## config.mk

```make
export PLATFORM = sky130hd
export DESIGN_NAME = hazard_ctrl
export DESIGN_NICKNAME = d
export VERILOG_FILES = /design/src/rtl/hazard_pkg.sv /design/src/rtl/hazard_ctrl_fwd_sel.sv /design/src/rtl/hazard_ctrl.sv
export SDC_FILE = /design/constraint.sdc
export NUM_CORES = 1
export LEC_CHECK = 0
export ABC_CLOCK_PERIOD_IN_PS = 2700
export CAP_MARGIN = 10
export CORE_MARGIN = 1.5
export CORE_UTILIZATION = 43
export CTS_CLUSTER_SIZE = 24
export DETAILED_ROUTE_END_ITERATION = 8
export GPL_ROUTABILITY_DRIVEN = 0
export PLACE_DENSITY = 0.79
export SYNTH_ARGS = -nofsm -noshare
export SYNTH_HDL_FRONTEND = slang
export SYNTH_SLANG_ARGS = --single-unit
```

## constraint.sdc

```tcl
create_clock -name clk -period 2.7 [get_ports clk]
set_input_delay 0.54 -clock clk [delete_from_list [all_inputs] [get_ports clk]]
set_output_delay 0.54 -clock clk [all_outputs]
set_load 0.05 [all_outputs]
```

## src/rtl/hazard_pkg.sv

```systemverilog
// Shared constants and types for the pipeline hazard controller: opcodes,
// forwarding select encodings, FSM states and the per-stage shadow entry.
package hazard_pkg;

    localparam logic [3:0] OP_LW = 4'h8;

    localparam logic [1:0] FWD_RF  = 2'b00;
    localparam logic [1:0] FWD_MEM = 2'b10;
    localparam logic [1:0] FWD_WB  = 2'b01;

    typedef enum logic [1:0] {
        RUN    = 2'd0,
        LSTALL = 2'd1,
        FLUSH  = 2'd2
    } state_e;

    typedef struct packed {
        logic       valid;
        logic [3:0] dst;
        logic [3:0] rs;
        logic [3:0] rt;
        logic       wr;
        logic       ld;
    } entry_t;

endpackage

```

## src/rtl/hazard_ctrl_fwd_sel.sv

```systemverilog
// Forwarding select for one EX source operand. The EX/MEM path wins over
// MEM/WB, and a load still in MEM has no data yet, so it never forwards.
module fwd_sel
    import hazard_pkg::*;
(
    input  logic [3:0] src_i,
    input  logic       mem_valid_i,
    input  logic       mem_wr_i,
    input  logic       mem_ld_i,
    input  logic [3:0] mem_dst_i,
    input  logic       wb_valid_i,
    input  logic       wb_wr_i,
    input  logic [3:0] wb_dst_i,
    output logic [1:0] sel_o
);

    logic mem_hit;
    logic wb_hit;

    assign mem_hit = mem_valid_i & mem_wr_i & ~mem_ld_i & (mem_dst_i == src_i);
    assign wb_hit  = wb_valid_i & wb_wr_i & (wb_dst_i == src_i);

    assign sel_o = mem_hit ? FWD_MEM : (wb_hit ? FWD_WB : FWD_RF);

endmodule

```

## src/rtl/hazard_ctrl.sv

```systemverilog
// Pipeline sequencing controller: load-use stall, branch flush bubbles,
// EX forwarding selects from a shadow copy of EX/MEM/WB tags, stall counter.
module hazard_ctrl
    import hazard_pkg::*;
#(
    parameter int CNT_W = 16
) (
    input  logic             clk,
    input  logic             rst,
    input  logic             id_valid,
    input  logic [31:0]      id_instr,
    input  logic             id_regwrite,
    input  logic             id_rt_used,
    input  logic             flush,
    output logic             pc_write,
    output logic             ifid_write,
    output logic             st,
    output logic [1:0]       fwd_a,
    output logic [1:0]       fwd_b,
    output logic             stall,
    output logic [CNT_W-1:0] stall_cnt
);

    entry_t           ex_q, ex_d, mem_q, wb_q;
    state_e           state_q, state_d;
    logic [CNT_W-1:0] cnt_q, cnt_d;
    logic             hz;
    logic             stall_w;

    logic [3:0] id_op, id_dst, id_rs, id_rt;
    assign id_op  = id_instr[31:28];
    assign id_dst = id_instr[27:24];
    assign id_rs  = id_instr[23:20];
    assign id_rt  = id_instr[19:16];

    // The LSTALL guard bounds a single load to one stall cycle even if EX were held.
    assign hz = id_valid & ex_q.valid & ex_q.ld & ex_q.wr & (state_q != LSTALL)
              & ((ex_q.dst == id_rs) | (id_rt_used & (ex_q.dst == id_rt)));

    assign stall_w    = hz & ~flush;
    assign stall      = stall_w;
    assign st         = hz | flush;
    assign pc_write   = ~stall_w;
    assign ifid_write = ~stall_w;
    assign stall_cnt  = cnt_q;

    always_comb begin
        // NOTE: every always_comb output gets a default first so no path infers a latch.
        ex_d    = '0;
        state_d = RUN;
        cnt_d   = cnt_q;
        if (id_valid && !stall_w && !flush) begin
            ex_d.valid = 1'b1;
            ex_d.dst   = id_dst;
            ex_d.rs    = id_rs;
            ex_d.rt    = id_rt;
            ex_d.wr    = id_regwrite;
            ex_d.ld    = (id_op == OP_LW);
        end
        if (flush) begin
            state_d = FLUSH;
        end else if (hz) begin
            state_d = LSTALL;
        end
        if (stall_w && (cnt_q != {CNT_W{1'b1}})) begin
            cnt_d = cnt_q + 1'b1;
        end
    end

    always_ff @(posedge clk) begin
        // NOTE: sequential state uses non-blocking assignments so every register samples pre-edge values.
        if (rst) begin
            ex_q    <= '0;
            mem_q   <= '0;
            wb_q    <= '0;
            state_q <= RUN;
            cnt_q   <= '0;
        end else begin
            ex_q    <= ex_d;
            mem_q   <= ex_q;
            wb_q    <= mem_q;
            state_q <= state_d;
            cnt_q   <= cnt_d;
        end
    end

    fwd_sel u_fwd_a (
        .src_i      (ex_q.rs),
        .mem_valid_i(mem_q.valid),
        .mem_wr_i   (mem_q.wr),
        .mem_ld_i   (mem_q.ld),
        .mem_dst_i  (mem_q.dst),
        .wb_valid_i (wb_q.valid),
        .wb_wr_i    (wb_q.wr),
        .wb_dst_i   (wb_q.dst),
        .sel_o      (fwd_a)
    );

    fwd_sel u_fwd_b (
        .src_i      (ex_q.rt),
        .mem_valid_i(mem_q.valid),
        .mem_wr_i   (mem_q.wr),
        .mem_ld_i   (mem_q.ld),
        .mem_dst_i  (mem_q.dst),
        .wb_valid_i (wb_q.valid),
        .wb_wr_i    (wb_q.wr),
        .wb_dst_i   (wb_q.dst),
        .sel_o      (fwd_b)
    );

endmodule

```

# --- Yosys cells after proc, flatten, opt, wreduce, memory -nomap -nowiden ---
# Index checks and enable logic that the tools add are counted.
totals:
  register_bits: 46
  input_bits: 38
  out_inout_bits: 24
  elab_cells: 60
classes:
  add_sub_neg: 1
  n_eq_ne: 9
  n_mux: 7
  n_bitwise: 20
  n_reduce_logical: 7
op_table:
  columns: ["op", "n"]
  rows:
  - ["$eq 4x4->1", 6]
  - ["$add 16x1->16 const B", 1]
  - ["$ne 16x16->1 const B", 1]
  - ["$mux 15", 1]
  - ["$and 1x1->1", 14]
  - ["$mux 2", 3]
  - ["$eq 4x4->1 const B", 1]
  - ["$not 1->1", 4]
  - ["$reduce_or 2->1", 2]
  - ["$logic_and 1x1->1", 3]
  - ["$mux 1", 3]
  - ["$logic_not 1->1", 2]
  - ["$ne 2x1->1 const B", 1]
  - ["$or 1x1->1", 2]

# --- Logic depth before layout (Yosys ltp) ---
logic_depth:
  ltp_word: 11
  depth_mapped: 8
  ltp_nobuf: 6

# --- By module ---
# From an unflattened synthesis, not the netlist that was laid out.
hier_totals:
  cells_unflattened: 221
  hier_area_um2: 2092.0
modules_own_cells:
  columns: ["module", "n_inst", "cells_per_inst", "area_per_inst_um2", "seq_area_each_um2"]
  rows:
  - ["hazard_ctrl", 1, 191, 1864.3, 920.9]
  - ["fwd_sel", 2, 15, 113.9, 0.0]

# --- Worst setup path before layout ---
# Ideal clock, no wire load.
synth_path:
  kind: "input to output"
  startpoint: "input id_instr[21]"
  endpoint: "output pc_write"
  t_arrival_ps: 2917
  required_ps: 2160
  setup_slack_ps: -757
  path_stages: 8
  n_path_buf: 3
  cell_sequence: "xor2_1 nor4_1 a22oi_1 buf_6 clkbuf_1 nor2_1 inv_1 buf_4"
synth_between:
  elab_chain_cells: 5
synth_rtl:
  columns: ["element", "line", "rtl"]
  rows:
  - ["start, declared", "hazard_ctrl.sv:11", "input logic [31:0] id_instr,"]
  - ["$eq 4x4->1", "hazard_ctrl.sv:38", "& ((ex_q.dst == id_rs) | (id_rt_used & (ex_q.dst == id_rt)));"]
  - ["$or 1x1->1", "hazard_ctrl.sv:38", null]
  - ["$and 1x1->1", "hazard_ctrl.sv:38", null]
  - ["$and 1x1->1", "hazard_ctrl.sv:40", "assign stall_w = hz & ~flush;"]
  - ["net stall", "hazard_ctrl.sv:20", "output logic stall,"]
  - ["$not 1->1", null, null]
  - ["end, declared", "hazard_ctrl.sv:15", "output logic pc_write,"]
# The timed path passes the listed nets, and every way through them passes these cells.

# --- Final worst setup path ---
layout_path:
  startpoint: "input id_instr[17]"
  endpoint: "output stall"
layout_between:
  elab_chain_cells: 5
layout_rtl:
  columns: ["element", "line"]
  rows:
  - ["$eq 4x4->1", "hazard_ctrl.sv:38"]
  - ["$and 1x1->1", "hazard_ctrl.sv:38"]
  - ["$or 1x1->1", "hazard_ctrl.sv:38"]
  - ["$and 1x1->1", "hazard_ctrl.sv:38"]
  - ["$and 1x1->1", "hazard_ctrl.sv:40"]
  - ["end, declared", "hazard_ctrl.sv:20"]
# No other way between the ends.

==> results.txt <==
Worst Max-Slew Pin Slew: 0.5091 ns
Final setup viols: 0
Tcrit/Tclk final: 96.17%
Peak supply drop: 0.2926 mV
Mapped Cells: 212
Number of I/O port buffers: 45
Crit-path slowest cell: clkdlybuf4s50_1
Post-synthesis cell type count: 34
Die ar.: 5122 um2
Inserted Diodes: 0
Die Height: 71.57 um
Clock Root Buffer: clkbuf_8
Share of layout cells above drive strength 1: 12.50%
Hold Vio Cnt, Final: 0
Number of global-route vias before repair: 1545
EDFF count, synth: 0
DR WL/cell: 12.58 um
Post-Syn Area per Cell: 9.537 um2
First-pass GRT wire length: 6734 um
Starting Density: 45.50%
Reg clk slew, reported paths: 0.09 ns
Worst slew margin: 65.96%
P&R area growth vs syn: 34.16%
Initial DRC count: 85
Total CTS buffers: 5
H-tree depth: 2
Area of the multi-input gates: 1033 um2
Final wirelength: 3974 um
All-layer global routing usage: 16.77%
Cells taking the most area after synthesis: dfxtp_1 (46%), xnor2_1 (6.1%), nor2b_1 (5.9%)
Kind of critical path: input port to primary output
Slew Limit Fails: 0
Critical Path Sink Type: primary output
Fin crit period: 2.596 ns
CP Max Fanout: 7
Flops & latches, synth: 46
Skew-Pair Late Insertion Delay: 0.30 ns
Yosys warnings: 0
Post-DRT Antenna Nets: 0
Largest net degree at the start of global routing: 24
Register area: 920.9 um2
Startpoint types: input port
Clock tree buffer depth: 2
Core footprint: 4444 um2
Non-Filler Instances: 316
Sequential area share after synthesis: 45.54%
Commonest cells in the synthesized netlist: dfxtp_1 (46), nor2b_1 (19), and2_1 (14), xnor2_1 (14), nor2_1 (12)
Peak Freq: 385.1 MHz
Async S/R FF share, synth: 0%
Max-cap violations: 0
Hold Crit Class: flop to flop
Initial antenna violation count: 0
Worst Skew: 0.002893 ns
Area share of the largest cell type after synthesis: 45.54%
Setup TNS: 0 ns
CP cell instances: clkdlybuf4s50_1 -> xor2_1 -> nor4_2 -> a22oi_1 -> buf_4 -> nor2_4 -> buf_6 -> buf_12
DR vias: 1639
Most frequent cell after synthesis: dfxtp_1
Status: completed
Mapped Nets: 251
TritonCTS Sinks: 46
Top Ports: 62
Synth area leader: dfxtp_1
Fin nets: 302
Top FF cell, synth: dfxtp_1
Overflow after GRT: 0
DRC: 0
Crit path DAT: 2.06 ns
Site Rows: 24
Chip width: 71.57 um
Via-to-Cell Ratio: 5.187
CP max stage delay: 0.48 ns
CP required: 2.16 ns
RSZ-0062 raised after global routing: false
CTS tree: built
Hpwl dp: 2870 um
Cell Pwr Density: 446.6 nW/um2
Mapped Area: 2022 um2
Pre-Repair DR Iteration Count: 6
Dpl cells: 306
Leakage: 1.053 nW
Fillers: 388
sequential cells by signal (all words and copies together), names as in the netlist:
name       cells
stall_cnt     16
ex_q          15
mem_q          7
wb_q           6
state_q        2
layer usage:
layer / vias to the layer above / global-route usage, % / routed length (um)
li1: 836 / - / -
met1: 759 / 20.27 / 1843
met2: 38 / 28.76 / 1918
met3: 6 / 4.360 / 161
met4: 0 / 6.289 / 51
met5: - / 0 / 0
cells by family (layout without fill, tap and decap cells):
family	Yosys count	in the layout	synth area share, %
multiplexers	4	4	2.166
AO/OA/AOI/OAI	25	25	8.416
flip-flops	46	46	45.54
adder cells (fa/ha/maj)	1	1	0.6187
XOR/XNOR	24	24	10.40
buffers and inverters	16	68	4.270
AND/OR/NAND/NOR	96	96	28.59
final cells by class:
type | count | share of cell area (%)
multi-input combinational | 150 | 38.10
sequential | 46 | 33.95
timing repair buffer | 56 | 21.45
clock buffer | 5 | 2.537
tap | 52 | 2.399
clock inverter | 3 | 0.9225
inverter | 4 | 0.6458
placed cells by master, fill, tap and decap left out, types with 2 or more instances in the layout:
master	n
nand3b_1	2
o21ai_0	4
nand2b_1	4
dfxtp_1	46
and2_1	14
nand4_1	7
buf_4	11
xor2_1	10
nand3_1	8
nor2b_1	19
nor4_1	4
mux2_2	3
clkdlybuf4s50_1	34
clkbuf_8	5
xnor2_1	14
o31ai_1	7
or4_1	7
nor2_1	11
inv_1	3
or3_1	4
dlymetal6s2s_1	7
nand2_1	5
and4_1	3
a21oi_1	11
buf_12	3
what timing repair did:
action,4_1_cts,5_1_grt
hold buffers,0,0
setup buffers,0,2
gates resized for setup,0,12
setup endpoints to repair,0,5
path summary, 6_finish.rpt:
path | slack [ns] | end | from | depth (start not counted)
setup reg to reg | 0.59 | stall_cnt[14]$_SDFFE_PP0P_ | ex_q[1]$_SDFF_PP0_ | 8
hold reg to reg | 0.47 | wb_q[1]$_SDFF_PP0_ | mem_q[1]$_SDFF_PP0_ | 1
setup / recovery | 0.10 | stall | id_instr[17] | 8
hold / removal | 0.47 | wb_q[1]$_SDFF_PP0_ | mem_q[1]$_SDFF_PP0_ | 1
worst max-delay path, delay by kind of cell:
kind | cells | cell delay (ns)
AOI/OAI and AO/OA | 1 | 0.19
and+or+nand+nor | 2 | 0.12
xor gates and xnor gates | 1 | 0.24
buffers and inverters | 4 | 0.95
power by group:
part	internal (W)	total, W	switching [W]
registers	0.000687	0.000694	0.00000704
logic	0.0000488	0.0000840	0.0000352
clock network	0.000187	0.000433	0.000246
total	0.000923	0.00121	0.000288
per-stage QoR:
stage                     power [W]  instance area (um2)  hold WS, ns  utilization (%)  setup slack (ns)
after floorplan           0.0007489                 2029       0.4377                -           -0.1737
final                      0.001211                 2713       0.4675            61.04            0.1035
after CTS                  0.001219                 2663       0.4685            59.91           0.04134
after global routing       0.001264                 2713       0.4797            61.04           0.02482
after detailed placement  0.0007944                 2569       0.4550            57.80           0.03139
after global placement    0.0007927                 2569       0.4519            57.80           0.03389
No activity file was read; power rests on OpenSTA's default activity.
